[config.mk]
export PLATFORM = sky130hd
export DESIGN_NAME = med_seq
export DESIGN_NICKNAME = d
export VERILOG_FILES = /design/src/rtl/med_pkg.sv /design/src/rtl/med_seq.sv
export SDC_FILE = /design/constraint.sdc
export NUM_CORES = 1
export LEC_CHECK = 0
export ABC_AREA = 0
export BUFFER_PORTS_ARGS = -buffer_cell sky130_fd_sc_hd__buf_4
export CORE_MARGIN = 8
export CORE_UTILIZATION = 30
export CTS_CLUSTER_SIZE = 30
export DETAILED_ROUTE_END_ITERATION = 8
export PLACE_DENSITY = 0.61
export SLEW_MARGIN = 0
export SYNTH_ARGS = -nofsm -noshare
export SYNTH_HDL_FRONTEND = slang
export SYNTH_SLANG_ARGS = --single-unit
[constraint.sdc]
create_clock -name CLK -period 4.1 [get_ports CLK]
set_input_delay 0.82 -clock CLK [delete_from_list [all_inputs] [get_ports CLK]]
set_output_delay 0.82 -clock CLK [all_outputs]
set_load 0.03 [all_outputs]
[src/rtl/med_pkg.sv]
// Shared state encoding, schedule constants and the pass bypass pattern for the
// 9-sample median sequencer.
package med_pkg;

    typedef logic [2:0] med_state_t;

    localparam med_state_t IDLE  = 3'd0;
    localparam med_state_t LOAD  = 3'd1;
    localparam med_state_t PASS  = 3'd2;
    localparam med_state_t FINAL = 3'd3;
    localparam med_state_t HOLD  = 3'd4;

    localparam int unsigned LOAD_CYC  = 9;
    localparam int unsigned PASS_CYC  = 9;
    localparam int unsigned NUM_PASS  = 4;
    localparam int unsigned FINAL_CYC = 4;

    // Pass p compares for the first 8-p cycles, then shifts the p+1 parked maxima along.
    function automatic logic byp_of(input logic [2:0] p, input logic [3:0] cnt);
        logic [3:0] lim;
        lim = 4'(PASS_CYC - 1) - {1'b0, p};
        return (cnt >= lim);
    endfunction

endpackage

[src/rtl/med_seq.sv]
// Median sequencer: loads a 9-pixel window into the shift-ring datapath, runs the
// fixed compare/shift schedule and presents the median over a valid/ready port.
import med_pkg::*;

module med_seq #(
    parameter int N    = 7,
    parameter int SIZE = 9
) (
    input  logic         CLK,
    input  logic         RST,
    input  logic         S_VALID,
    output logic         S_READY,
    input  logic [N:0]   S_DATA,
    output logic         M_VALID,
    input  logic         M_READY,
    output logic [N:0]   M_DATA,
    output logic [N:0]   DI,
    output logic         DSI,
    output logic         BYP,
    input  logic [N:0]   DO
);

    med_state_t  state, state_d;
    logic [3:0]  cnt, cnt_d;
    logic [2:0]  p, p_d;
    logic        err, err_d;
    logic        ready_d;
    logic        mvalid_d;
    logic [N:0]  mdata_d;
    logic        accept;

    assign accept = S_VALID & S_READY;
    assign DI     = S_DATA;

    always_comb begin
        state_d  = state;
        cnt_d    = cnt;
        p_d      = p;
        err_d    = err;
        mvalid_d = M_VALID;
        mdata_d  = M_DATA;
        case (state)
            IDLE: begin
                if (accept) begin
                    state_d = LOAD;
                    cnt_d   = 4'd1;
                end
            end
            LOAD: begin
                if (accept) begin
                    if (cnt == 4'(SIZE - 1)) begin
                        state_d = PASS;
                        cnt_d   = '0;
                        p_d     = '0;
                    end else begin
                        cnt_d = cnt + 4'd1;
                    end
                end else begin
                    // A stall inside a window is a protocol error: drop the window and lock out.
                    state_d = IDLE;
                    cnt_d   = '0;
                    err_d   = 1'b1;
                end
            end
            PASS: begin
                if (cnt == 4'(PASS_CYC - 1)) begin
                    cnt_d = '0;
                    if (p == 3'(NUM_PASS - 1)) begin
                        state_d = FINAL;
                        p_d     = '0;
                    end else begin
                        p_d = p + 3'd1;
                    end
                end else begin
                    cnt_d = cnt + 4'd1;
                end
            end
            FINAL: begin
                if (cnt == 4'(FINAL_CYC - 1)) begin
                    state_d = HOLD;
                    cnt_d   = '0;
                end else begin
                    cnt_d = cnt + 4'd1;
                end
            end
            HOLD: begin
                if (!M_VALID) begin
                    mvalid_d = 1'b1;
                    mdata_d  = DO;
                end else if (M_READY) begin
                    mvalid_d = 1'b0;
                    state_d  = IDLE;
                end
            end
            default: begin
                state_d = IDLE;
                cnt_d   = '0;
                p_d     = '0;
            end
        endcase
        ready_d = ~err_d & ((state_d == IDLE) | (state_d == LOAD));
    end

    always_comb begin
        DSI = 1'b0;
        BYP = 1'b1;
        case (state)
            IDLE, LOAD: DSI = accept;
            PASS:       BYP = byp_of(p, cnt);
            FINAL:      BYP = 1'b0;
            default:    BYP = 1'b1;
        endcase
    end

    always_ff @(posedge CLK or posedge RST) begin
        if (RST) begin
            state   <= IDLE;
            cnt     <= '0;
            p       <= '0;
            err     <= 1'b0;
            S_READY <= 1'b0;
            M_VALID <= 1'b0;
            M_DATA  <= '0;
        end else begin
            state   <= state_d;
            cnt     <= cnt_d;
            p       <= p_d;
            err     <= err_d;
            S_READY <= ready_d;
            M_VALID <= mvalid_d;
            M_DATA  <= mdata_d;
        end
    end

endmodule
Word level (Yosys, flattened, before mapping)
Cells that the tools add are included.
{"block": "totals", "ff_bits": 21, "elab_cells": 62}
{"block": "classes", "n_addsub": 3, "magnitude_cmp": 1, "eq_ne": 12, "mux": 25, "bitwise": 7, "reduce_logical": 7}
{"op": "$mux 3", "count": 12}
{"op": "$pmux 4 s5", "count": 1}
{"op": "$mux 4", "count": 4}
{"op": "$pmux 3 s5", "count": 1}
{"op": "$eq 3x2->1 const B", "count": 3}
{"op": "$pmux 3 s3", "count": 1}
{"op": "$ne 2x2->1 const B", "count": 4}
{"op": "$eq 3x1->1 const B", "count": 2}
{"op": "$logic_not 3->1", "count": 2}
{"op": "$mux 1", "count": 5}
{"op": "$add 4x1->4 const B", "count": 1}
{"op": "$eq 4x2->1 const B", "count": 1}
{"op": "$eq 4x4->1 const B", "count": 1}
{"op": "$ge 4x4->1", "count": 1}
{"op": "$not 1->1", "count": 4}
{"op": "$reduce_and 2->1", "count": 2}
{"op": "$reduce_and 4->1", "count": 1}
{"op": "$sub 4x3->4 const A", "count": 1}
{"op": "$add 3x1->3 const B", "count": 1}
{"op": "$eq 3x3->1 const B", "count": 1}
{"op": "$reduce_or 3->1", "count": 1}
{"op": "$and 1x1->1", "count": 2}
{"op": "$pmux 1 s2", "count": 1}
{"op": "$reduce_or 2->1", "count": 1}
{"op": "$or 1x1->1", "count": 1}

Logic depth before layout (Yosys ltp)
{"block": "logic_depth", "word_depth": 7, "depth_mapped": 7}

Worst setup path after synthesis
No wires, ideal clock.
{"block": "synth_timing", "path_kind": "reg-to-output", "start": "register p[0]", "end": "output BYP", "t_arrival_ps": 1706, "path_slack_ps": 1574, "stages_incl_launch_ff": 8, "path_buffers": 0, "cell_sequence": "dfrtp_1 > inv_1 > ha_1 > inv_1 > ha_1 > a21o_1 > a21oi_1 > o221ai_1"}
{"block": "synth_between", "elab_chain_len": 3}
{"item": "from (decl)", "line": "med_seq.sv:25", "source": "logic [2:0] p, p_d;"}
{"item": "from (signal assigned)", "line": "med_seq.sv:127", "source": "p <= p_d;"}
{"item": "$sub 4x3->4", "line": "med_pkg.sv:21", "source": "lim = 4'(PASS_CYC - 1) - {1'b0, p};"}
{"item": "$ge 4x4->1", "line": "med_pkg.sv:22", "source": "return (cnt >= lim);"}
{"item": "$pmux 1 s2", "line": "med_seq.sv:107", "source": "case (state)"}
{"item": "to (decl)", "line": "med_seq.sv:19", "source": "output logic BYP,"}
Every way passes these cells.

Worst setup path after layout
Same ends and word-level chain as after synthesis.

==> qor.txt <==
Area Growth Syn to Fin: 14.21%
CTS resizes: 0
Num rows: 24
Synth unique cells: 43
Root Driver: clkbuf_8
Final Cell Area: 1519 um2
Chip Width: 82.59 um
WL/cell: 14.99 um
Top cell type's share of synthesized area: 39.51%
Slew Viols, Final: 0
Setup TNS: 0 ns
Post-synthesis sequential element count: 21
Hold Violations, Final: 0
Clk_lat worst skew: 0.26 ns
Largest net degree at the start of global routing: 22
# clock sinks: 21
Synth top area cells: dfrtp_1, ha_1, mux2_2
Ys Warns: 0
Layout Skew: 0.003581 ns
Reg clk slew, reported paths: 0.08 ns
Antenna cells: 0
Post-layout min period: 2.856 ns
IO Port Bufs: 23
I/O pin count: 40
Max Fclk: 350.2 MHz
Gate Count Post-Synth: 125
Mapped Area: 1330 um2
Tot GR Track Use: 9.144%
CP max stage cell: dfrtp_1
Leak Pwr: 0.7143 nW
DP HPWL: 2.217 mm
Final period utilization: 69.65%
Antenna violations before repair: 0
Dpl cells: 188
Worst min-delay path category: flop to flop
Type of origin of the critical path: flop
Via count: 970
CTS H-tree depth: 1
Status: complete, no violations
TritonCTS clock tree: done
Routed Antenna Nets: 0
Syn_nets: 153
Final nets: 169
Vias in the first global route: 1109
Setup Buffers After CTS: 0
Total gr overflow: 0
Max incr delay on CP: 0.42 ns
Finished Layout Cells: 192
Required @ worst endpoint: 3.28 ns
Max-capacitance violation count: 0
Final setup viols: 0
Arr. time, crit path: 2.04 ns
# DRC: 0
Setup CP Type: flop to output pin
Placed inst area: 1473 um2
GPL Wtd Cong: 0.8041
Die H: 82.59 um
Vias/cell: 5.052
First-pass GRT wire length: 4.988 mm
Syn avg cell area: 10.64 um2
Worst-path fanout max: 5
TritonCTS buffer count: 3
Crit-path cells: inv_1 -> ha_1 -> inv_1 -> ha_1 -> a21o_1 -> a21oi_1 -> o221ai_1 -> buf_4
Seq/Total Area, Yosys: 39.51%
Core area: 4324 um2
Clock tree buffer depth: 2
Setup crit end kind: output pin
Slew headroom: 44.83%
Power density cells: 234.1 nW/um2
Starting Density: 30.76%
Unrepaired setup endpoints after global routing: false
Layout cells sized above 1: 32.14%
Worst vdd ir: 159.9 uV
EDFF count, synth: 0
Hold Slack: 0.4382 ns
Initial DRT Pass Iterations: 4
Worst-Margin Slew: 0.8266 ns
Largest area contributor in the netlist: dfrtp_1
Initial DRC Count: 41
Routed WL: 2.878 mm
Die area: 6820 um2
Finished Core Util: 35.13%
Synth Flop Type: dfrtp_1
Synth async-reset ratio: 100.0%
Hold_buf cts: 0
## layout make-up
type | instances | area (um2)
clock inverter | 1 | 5.005
inverter | 8 | 30.03
tap | 52 | 65.06
multi-input combinational | 84 | 679.4
sequential | 21 | 525.5
fill | 445 | 2805
clock buffer | 3 | 41.29
timing repair buffer | 23 | 172.7
## cells by family after synthesis
kind of cell	Yosys count	share of synthesized area, %
compound gates	30	17.59
mux	9	7.526
simple gates	36	17.78
xor+xnor	1	0.6586
flops	21	39.51
fa+ha+maj	8	7.526
buf+inv	20	9.407
## sequential cells by signal (all words and copies together) (netlist names)
register	flops
M_DATA	8
cnt	4
p	3
state	3
M_VALID	1
S_READY	1
err	1
## worst max-delay path: cells and delay by family (launching register included)
kind	cells	cell delay, ns
fa+ha+maj	2	0.57
compound gates	3	0.44
flops	1	0.42
buf+inv	3	0.36
## cells in the mapped netlist (2+ instances only)
cell type  instances
nand3b_4           2
a21o_1             3
or3_1              2
nor2_1             6
inv_1              8
nor2_4             2
nand2_1            9
dfrtp_1           21
a21oi_1            7
nand2b_1           4
ha_1               8
a32o_1             2
o21ai_0            4
buf_6              2
and2_1             2
buf_4              9
mux2_2             8
## cells in the final DEF (no fill, tap or decap), types with 2 or more instances in the layout
cell,n
a21o_1,3
a21oi_1,7
a32o_1,2
and2_1,2
buf_4,23
clkbuf_8,3
dfrtp_1,21
ha_1,8
inv_1,8
mux2_2,8
nand2_1,9
nand2b_1,4
nand3b_4,2
nor2_1,6
nor2_4,2
o21ai_0,4
or3_1,2
## layer usage
layer	wire length (um)	GRT usage, %	up-vias
met3	181	2.922	4
met5	0	0	-
met1	1220	10.05	477
li1	-	-	466
met2	1454	15.66	23
met4	21	4.310	0
## where the power goes
group	leakage, nW	internal [mW]	switching [mW]	total [mW]
Combinational	0.406	0.00667	0.00611	0.0128
Clock	0.0255	0.0676	0.0682	0.136
Sequential	0.283	0.207	0	0.207
Total	0.714	0.281	0.0743	0.356
## through the flow
stage | power, mW | setup slack (ns)
after floorplan | 0.2288 | 1.574
after global placement | 0.2236 | 1.660
after detailed placement | 0.2244 | 1.548
after CTS | 0.3625 | 1.255
after global routing | 0.3673 | 1.114
final | 0.3555 | 1.244
## final timing paths
| kind | slack, ns | endpoint | start | cells after the start |
|---|---|---|---|---|
| min in group asynchronous | 0.73 | M_DATA[6] | RST | 2 |
| setup reg to reg | 2.40 | cnt[1] | cnt[0] | 6 |
| hold reg to reg | 0.44 | S_READY | err | 1 |
| hold / removal | 0.44 | S_READY | err | 1 |
| setup / recovery | 1.24 | BYP | p[0] | 8 |
| max in group asynchronous | 2.86 | state[1] | RST | 2 |
No activity file was read; power rests on OpenSTA's default activity.
